--- config.mk ---
export PLATFORM = sky130hd
export DESIGN_NAME = hazard_ctrl
export DESIGN_NICKNAME = d
export VERILOG_FILES = /design/src/rtl/pipe_pkg.sv /design/src/rtl/hazard_ctrl_sat_counter.sv /design/src/rtl/hazard_ctrl.sv
export SDC_FILE = /design/constraint.sdc
export NUM_CORES = 1
export LEC_CHECK = 0
export CORE_ASPECT_RATIO = 0.7
export CORE_MARGIN = 3
export CORE_UTILIZATION = 35
export CTS_CLUSTER_DIAMETER = 30
export DETAILED_ROUTE_END_ITERATION = 10
export PLACE_DENSITY = 0.68
export SLEW_MARGIN = 20
export SYNTH_ARGS = -nofsm -noshare
export SYNTH_HDL_FRONTEND = slang
export SYNTH_SLANG_ARGS = --single-unit
--- constraint.sdc ---
create_clock -name clk -period 4.7 [get_ports clk]
set_input_delay 1.175 -clock clk [delete_from_list [all_inputs] [get_ports clk]]
set_output_delay 1.175 -clock clk [all_outputs]
set_load 0.1 [all_outputs]
--- src/rtl/pipe_pkg.sv ---
// Shared encodings for the pipeline hazard controller: forwarding selects,
// controller state, and the register-match helper.
package pipe_pkg;

   localparam logic [1:0] FWD_RF  = 2'b00;
   localparam logic [1:0] FWD_WB  = 2'b01;
   localparam logic [1:0] FWD_MEM = 2'b10;

   localparam logic [4:0] REG_ZERO = 5'd0;

   typedef enum logic {
      RUN   = 1'b0,
      STALL = 1'b1
   } state_e;

   // True when a stage writing register rw will produce register r; r0 never matches.
   function automatic logic reg_match(input logic [4:0] r,
                                      input logic       wr,
                                      input logic [4:0] rw);
      return wr && (rw == r) && (r != REG_ZERO);
   endfunction

endpackage

--- src/rtl/hazard_ctrl_sat_counter.sv ---
// Saturating event counter: counts up on inc, holds at all-ones, async active-low clear.
module sat_counter #(
   parameter int WIDTH = 16
) (
   input  logic             clk,
   input  logic             clr,
   input  logic             inc,
   output logic [WIDTH-1:0] count
);

   // Increment while below all-ones, otherwise hold.
   always_ff @(posedge clk or negedge clr) begin
      if (!clr)
         count <= '0;
      else if (inc && (count != '1))
         count <= count + 1'b1;
   end

endmodule

--- src/rtl/hazard_ctrl.sv ---
// Pipeline sequencing controller: stalls on RAW/load-use hazards, flushes on
// taken branches, drives EX forwarding selects, counts stall/flush events.
// Build option FWD_EN: operand forwarding present, only load-use stalls.
//
// state | meaning
// RUN   | normal issue; hazard check active
// STALL | multi-cycle stall in progress; scnt cycles remain
import pipe_pkg::*;

module hazard_ctrl #(
   parameter int CNT_W     = 16,
   parameter int MAX_STALL = 2
) (
   input  logic             clk,
   input  logic             clr,
   input  logic [4:0]       id_rs,
   input  logic [4:0]       id_rt,
   input  logic             id_use_rs,
   input  logic             id_use_rt,
   input  logic [4:0]       ex_rs,
   input  logic [4:0]       ex_rt,
   input  logic [4:0]       ex_Rw,
   input  logic             ex_RegWr,
   input  logic             ex_MemtoReg,
   input  logic [4:0]       mem_Rw,
   input  logic             mem_RegWr,
   input  logic             mem_Branch,
   input  logic             mem_zero,
   input  logic [4:0]       wb_Rw,
   input  logic             wb_RegWr,
   output logic             pc_en,
   output logic             ifid_en,
   output logic             ifid_flush,
   output logic             idex_flush,
   output logic             exmem_flush,
   output logic [1:0]       fwdA,
   output logic [1:0]       fwdB,
   output logic [CNT_W-1:0] stall_cycles,
   output logic [CNT_W-1:0] flush_events
);

   localparam int SC_W = $clog2(MAX_STALL + 1);

   state_e          state_q, state_d;
   logic [SC_W-1:0] scnt_q, scnt_d;
   logic            branch;
   logic            hit_ex;
   logic            hazard;
   logic [SC_W-1:0] stall_len;
   logic [1:0]      fwd_a, fwd_b;

`ifndef FWD_EN
   logic hit_mem;
   logic unused_fwd;
   assign unused_fwd = ^{ex_MemtoReg, ex_rs, ex_rt, wb_Rw, wb_RegWr};
`endif

   // Hazard detection and stall length; without forwarding, an ex match needs one extra cycle.
   always_comb begin
      branch = mem_Branch & mem_zero;
      hit_ex = (id_use_rs & reg_match(id_rs, ex_RegWr, ex_Rw)) |
               (id_use_rt & reg_match(id_rt, ex_RegWr, ex_Rw));
`ifdef FWD_EN
      hazard    = ex_MemtoReg & hit_ex;
      stall_len = '0;
      fwd_a = reg_match(ex_rs, mem_RegWr, mem_Rw) ? FWD_MEM :
              reg_match(ex_rs, wb_RegWr, wb_Rw)   ? FWD_WB  : FWD_RF;
      fwd_b = reg_match(ex_rt, mem_RegWr, mem_Rw) ? FWD_MEM :
              reg_match(ex_rt, wb_RegWr, wb_Rw)   ? FWD_WB  : FWD_RF;
`else
      hit_mem = (id_use_rs & reg_match(id_rs, mem_RegWr, mem_Rw)) |
                (id_use_rt & reg_match(id_rt, mem_RegWr, mem_Rw));
      hazard    = hit_ex | hit_mem;
      stall_len = hit_ex ? SC_W'(1) : '0;
      fwd_a     = FWD_RF;
      fwd_b     = FWD_RF;
`endif
   end

   // Next state and combinational enables/flushes; branch overrides everything.
   always_comb begin
      state_d     = state_q;
      scnt_d      = scnt_q;
      pc_en       = 1'b1;
      ifid_en     = 1'b1;
      ifid_flush  = 1'b0;
      idex_flush  = 1'b0;
      exmem_flush = 1'b0;
      fwdA        = fwd_a;
      fwdB        = fwd_b;
      if (branch) begin
         ifid_flush  = 1'b1;
         idex_flush  = 1'b1;
         exmem_flush = 1'b1;
         state_d     = RUN;
         scnt_d      = '0;
      end else if (state_q == STALL) begin
         pc_en      = 1'b0;
         ifid_en    = 1'b0;
         idex_flush = 1'b1;
         scnt_d     = scnt_q - SC_W'(1);
         if (scnt_q == SC_W'(1))
            state_d = RUN;
      end else if (hazard) begin
         pc_en      = 1'b0;
         ifid_en    = 1'b0;
         idex_flush = 1'b1;
         if (stall_len != '0) begin
            scnt_d  = stall_len;
            state_d = STALL;
         end
      end
      if (!clr) begin
         pc_en       = 1'b0;
         ifid_en     = 1'b0;
         ifid_flush  = 1'b1;
         idex_flush  = 1'b1;
         exmem_flush = 1'b1;
         fwdA        = FWD_RF;
         fwdB        = FWD_RF;
      end
   end

   // State and stall counter registers.
   always_ff @(posedge clk or negedge clr) begin
      if (!clr) begin
         state_q <= RUN;
         scnt_q  <= '0;
      end else begin
         state_q <= state_d;
         scnt_q  <= scnt_d;
      end
   end

   sat_counter #(.WIDTH(CNT_W)) u_stall_cnt (
      .clk   (clk),
      .clr   (clr),
      .inc   (~pc_en),
      .count (stall_cycles)
   );

   sat_counter #(.WIDTH(CNT_W)) u_flush_cnt (
      .clk   (clk),
      .clr   (clr),
      .inc   (branch),
      .count (flush_events)
   );

endmodule

==> results.json <==
{
  "htreeDepth": 2,
  "place.gp.congestion": 0.792,
  "use_met1_pct": 20.7,
  "fin_nets": 308,
  "cts_tree": "yes",
  "slowest_delay_ps": 550,
  "avgSynthCellArea_um2": 10.4,
  "final-setup-viol-count": 0,
  "cap_violations": 0,
  "initial_core_util_pct": 37.3,
  "cts_num_sinks": 35,
  "cts_hold_buf": 0,
  "vias": 1673,
  "grt_max_degree": 30,
  "insertion_delay_ps": 290,
  "cts_resized": 0,
  "fin_tns_setup_ps": 0,
  "wirelength_mm": 4.88,
  "fin_crit_sh_pct": 94.8,
  "slew_headroom_pct": 31.2,
  "wire_per_inst_um": 14.7,
  "startpoint_type": "input port",
  "synth_area_leaders": "dfrtp_1 (44%), xnor2_1 (14%), xor2_1 (7.4%)",
  "core_area_mm2": 0.00540,
  "drive_above_1_share_pct": 11.5,
  "grt_usage_pct": 14.5,
  "max_slew.worst_pin.slew_ps": 1030,
  "grt_pass1_wl_mm": 8.05,
  "min_path_cells": 1,
  "final_util_pct": 52.8,
  "holdCritStartpoint": "u_flush_cnt.count[15]",
  "async_flop_share_pct": 100,
  "synth_area_mm2": 0.00201,
  "path_class": "input port to output pin",
  "finClkSkew_ps": 7.63,
  "cp_num_buf_inv": 2,
  "max-vdd-ir-drop_v": 0.000342,
  "cts.path.max_buffers": 2,
  "crit_family": "simple AND/OR/NAND/NOR gates",
  "cp.depth": 7,
  "crit_fanout": 4,
  "status": "complete, no violations",
  "required_ps": 3520,
  "synth.distinct_cells": 40,
  "yosysMostFrequentCell": "dfrtp_1",
  "crit_path_top_delay_cell": "or4_1",
  "busiest_layer": "met2",
  "antenna_cells": 0,
  "drcViolationCount": 0,
  "cts_setup_buffers": 0,
  "reg2reg_from": "u_stall_cnt.count[6]",
  "overflow": 0,
  "worst_setup_path_end_kind": "output pin",
  "synth_common_cells": "dfrtp_1 (35), xnor2_1 (32), xor2_1 (17)",
  "drt_pre_antenna_iters": 5,
  "syn_inst": 193,
  "grt_setup_unrepaired": "false",
  "antenna_found_initial": 0,
  "critPathLaunch": "id_rs[1]",
  "r2r_cells": 5,
  "power.leakage_nw": 1.16,
  "groute.layer.met3.usage_pct": 4.12,
  "rows": 22,
  "ys_seq_elements": 35,
  "clkTransAtPathRegs_ps": 70,
  "finalMaxSlewViolations": 0,
  "p_per_area_mw_per_mm2": 508,
  "ys_warn_count": 0,
  "path_cells": "clkdlybuf4s50_1, or4_1, o21ai_1, o22a_1, a21o_2, and2_2, buf_12",
  "ys.flop_type": "dfrtp_1",
  "cp.arrival_ps": 3280,
  "via_per_inst": 5.02,
  "dieArea_mm2": 0.00671,
  "portBuffers": 64,
  "fmaxAchievable_mhz": 224,
  "ys_seq_area_share_pct": 43.5,
  "hp-class": "flip-flop to flip-flop",
  "grt_pass1_vias": 1639,
  "drtAntennaViolNets": 0,
  "dieWidth_um": 96.7,
  "synthToLayoutAreaGrowth_pct": 41.4,
  "cts_buffers": 5,
  "hpwlAfterDp_mm": 3.81,
  "fillers": 496,
  "num_io_pins": 86,
  "grtUsageMet2_pct": 22.2,
  "root_buffer": "clkbuf_8",
  "hold_violations": 0,
  "synth_area_leader_cell": "dfrtp_1",
  "dieHeight_um": 69.5,
  "synth_edf_count": 0,
  "synth_top_area_share_pct": 43.5,
  "fin_crit_ps": 4460,
  "drtIter0Drc": 74
}
[report_power, final]
part	switching [mW]	total [mW]	leakage (nW)	internal, mW
logic	0.543	0.741	0.636	0.198
registers	0.0742	0.434	0.461	0.360
clock network	0.114	0.272	0.0581	0.158
total	0.732	1.45	1.16	0.716
[area by class of cell]
cell class                 count  area, um2  area share (%)
clock inverter                 3       43.8            1.54
inverter                       1       3.75           0.132
clock buffer                   5       68.8            2.42
sequential                    35        876            30.8
multi-input combinational    151       1090            38.2
tap                           72       90.1            3.16
timing repair buffer          66        676            23.7
[cell usage in the layout (no fill, tap or decap), types with 2 or more instances in the layout]
master           Yosys  final
a211oi_1             2      2
a21oi_1              2      2
and3_1               4      4
and3_2               2      2
and4_1               6      6
buf_12               0      3
buf_4                6      4
clkbuf_8             0      5
clkdlybuf4s50_1      0     58
conb_1               1      4
dfrtp_1             35     35
ha_1                 3      3
mux2_2               2      2
nand2_1             14     14
nand3_1             16     16
nand4_1             13     13
nor2_1               8      8
nor3_1               4      4
nor4_1               3      3
xnor2_1             32     32
xor2_1              17     17
[sequential cells by signal (all words and copies together), names as in the netlist]
name	flops
u_stall_cnt.count	16
state_q	1
scnt_q	2
u_flush_cnt.count	16
[through the flow]
| stage | hold slack, ps | cells | area, um2 | total power [mW] | worst slack, ps |
|---|---|---|---|---|---|
| after global placement | 482 | 325 | 2730 | 1.18 | 234 |
| after CTS | 492 | 333 | 2850 | 1.46 | 239 |
| after global routing | 506 | 333 | 2850 | 1.51 | 143 |
| after floorplan | 462 | 196 | 2030 | 0.988 | 289 |
| final | 491 | 333 | 2850 | 1.45 | 244 |
| after detailed placement | 481 | 325 | 2730 | 1.18 | 246 |
[cells by family after synthesis]
family                     share of synthesized area, %
muxes                                              1.86
other                                             0.186
buffers and inverters                              3.04
DFF                                                43.5
adders and majority gates                          1.86
xor gates and xnor gates                           21.3
and+or+nand+nor                                    24.2
AOI/OAI and AO/OA                                  4.04
[worst register-to-register path, delay by kind of cell, from the launching register on]
family / cells / cell delay (ps)
AND/OR/NAND/NOR: 3 / 850
AO/OA/AOI/OAI: 1 / 790
flip-flops: 1 / 450
multiplexers: 1 / 290
[final timing paths]
path | endpoint | slack [ps]
max | pc_en | 240
min | u_flush_cnt.count[15] | 490
max reg2reg | u_stall_cnt.count[1] | 2220
min reg2reg | u_flush_cnt.count[15] | 490
max in group asynchronous | u_stall_cnt.count[12] | 3140
min in group asynchronous | u_flush_cnt.count[14] | 900
[metal layers]
| layer | vias up | part of all wire [%] |
|---|---|---|
| met5 | - | 0 |
| met4 | 0 | 0.78 |
| met3 | 10 | 5.0 |
| met2 | 51 | 45 |
| met1 | 797 | 49 |
| li1 | 815 | - |
Note: power is estimated with default switching activity, not from simulation.
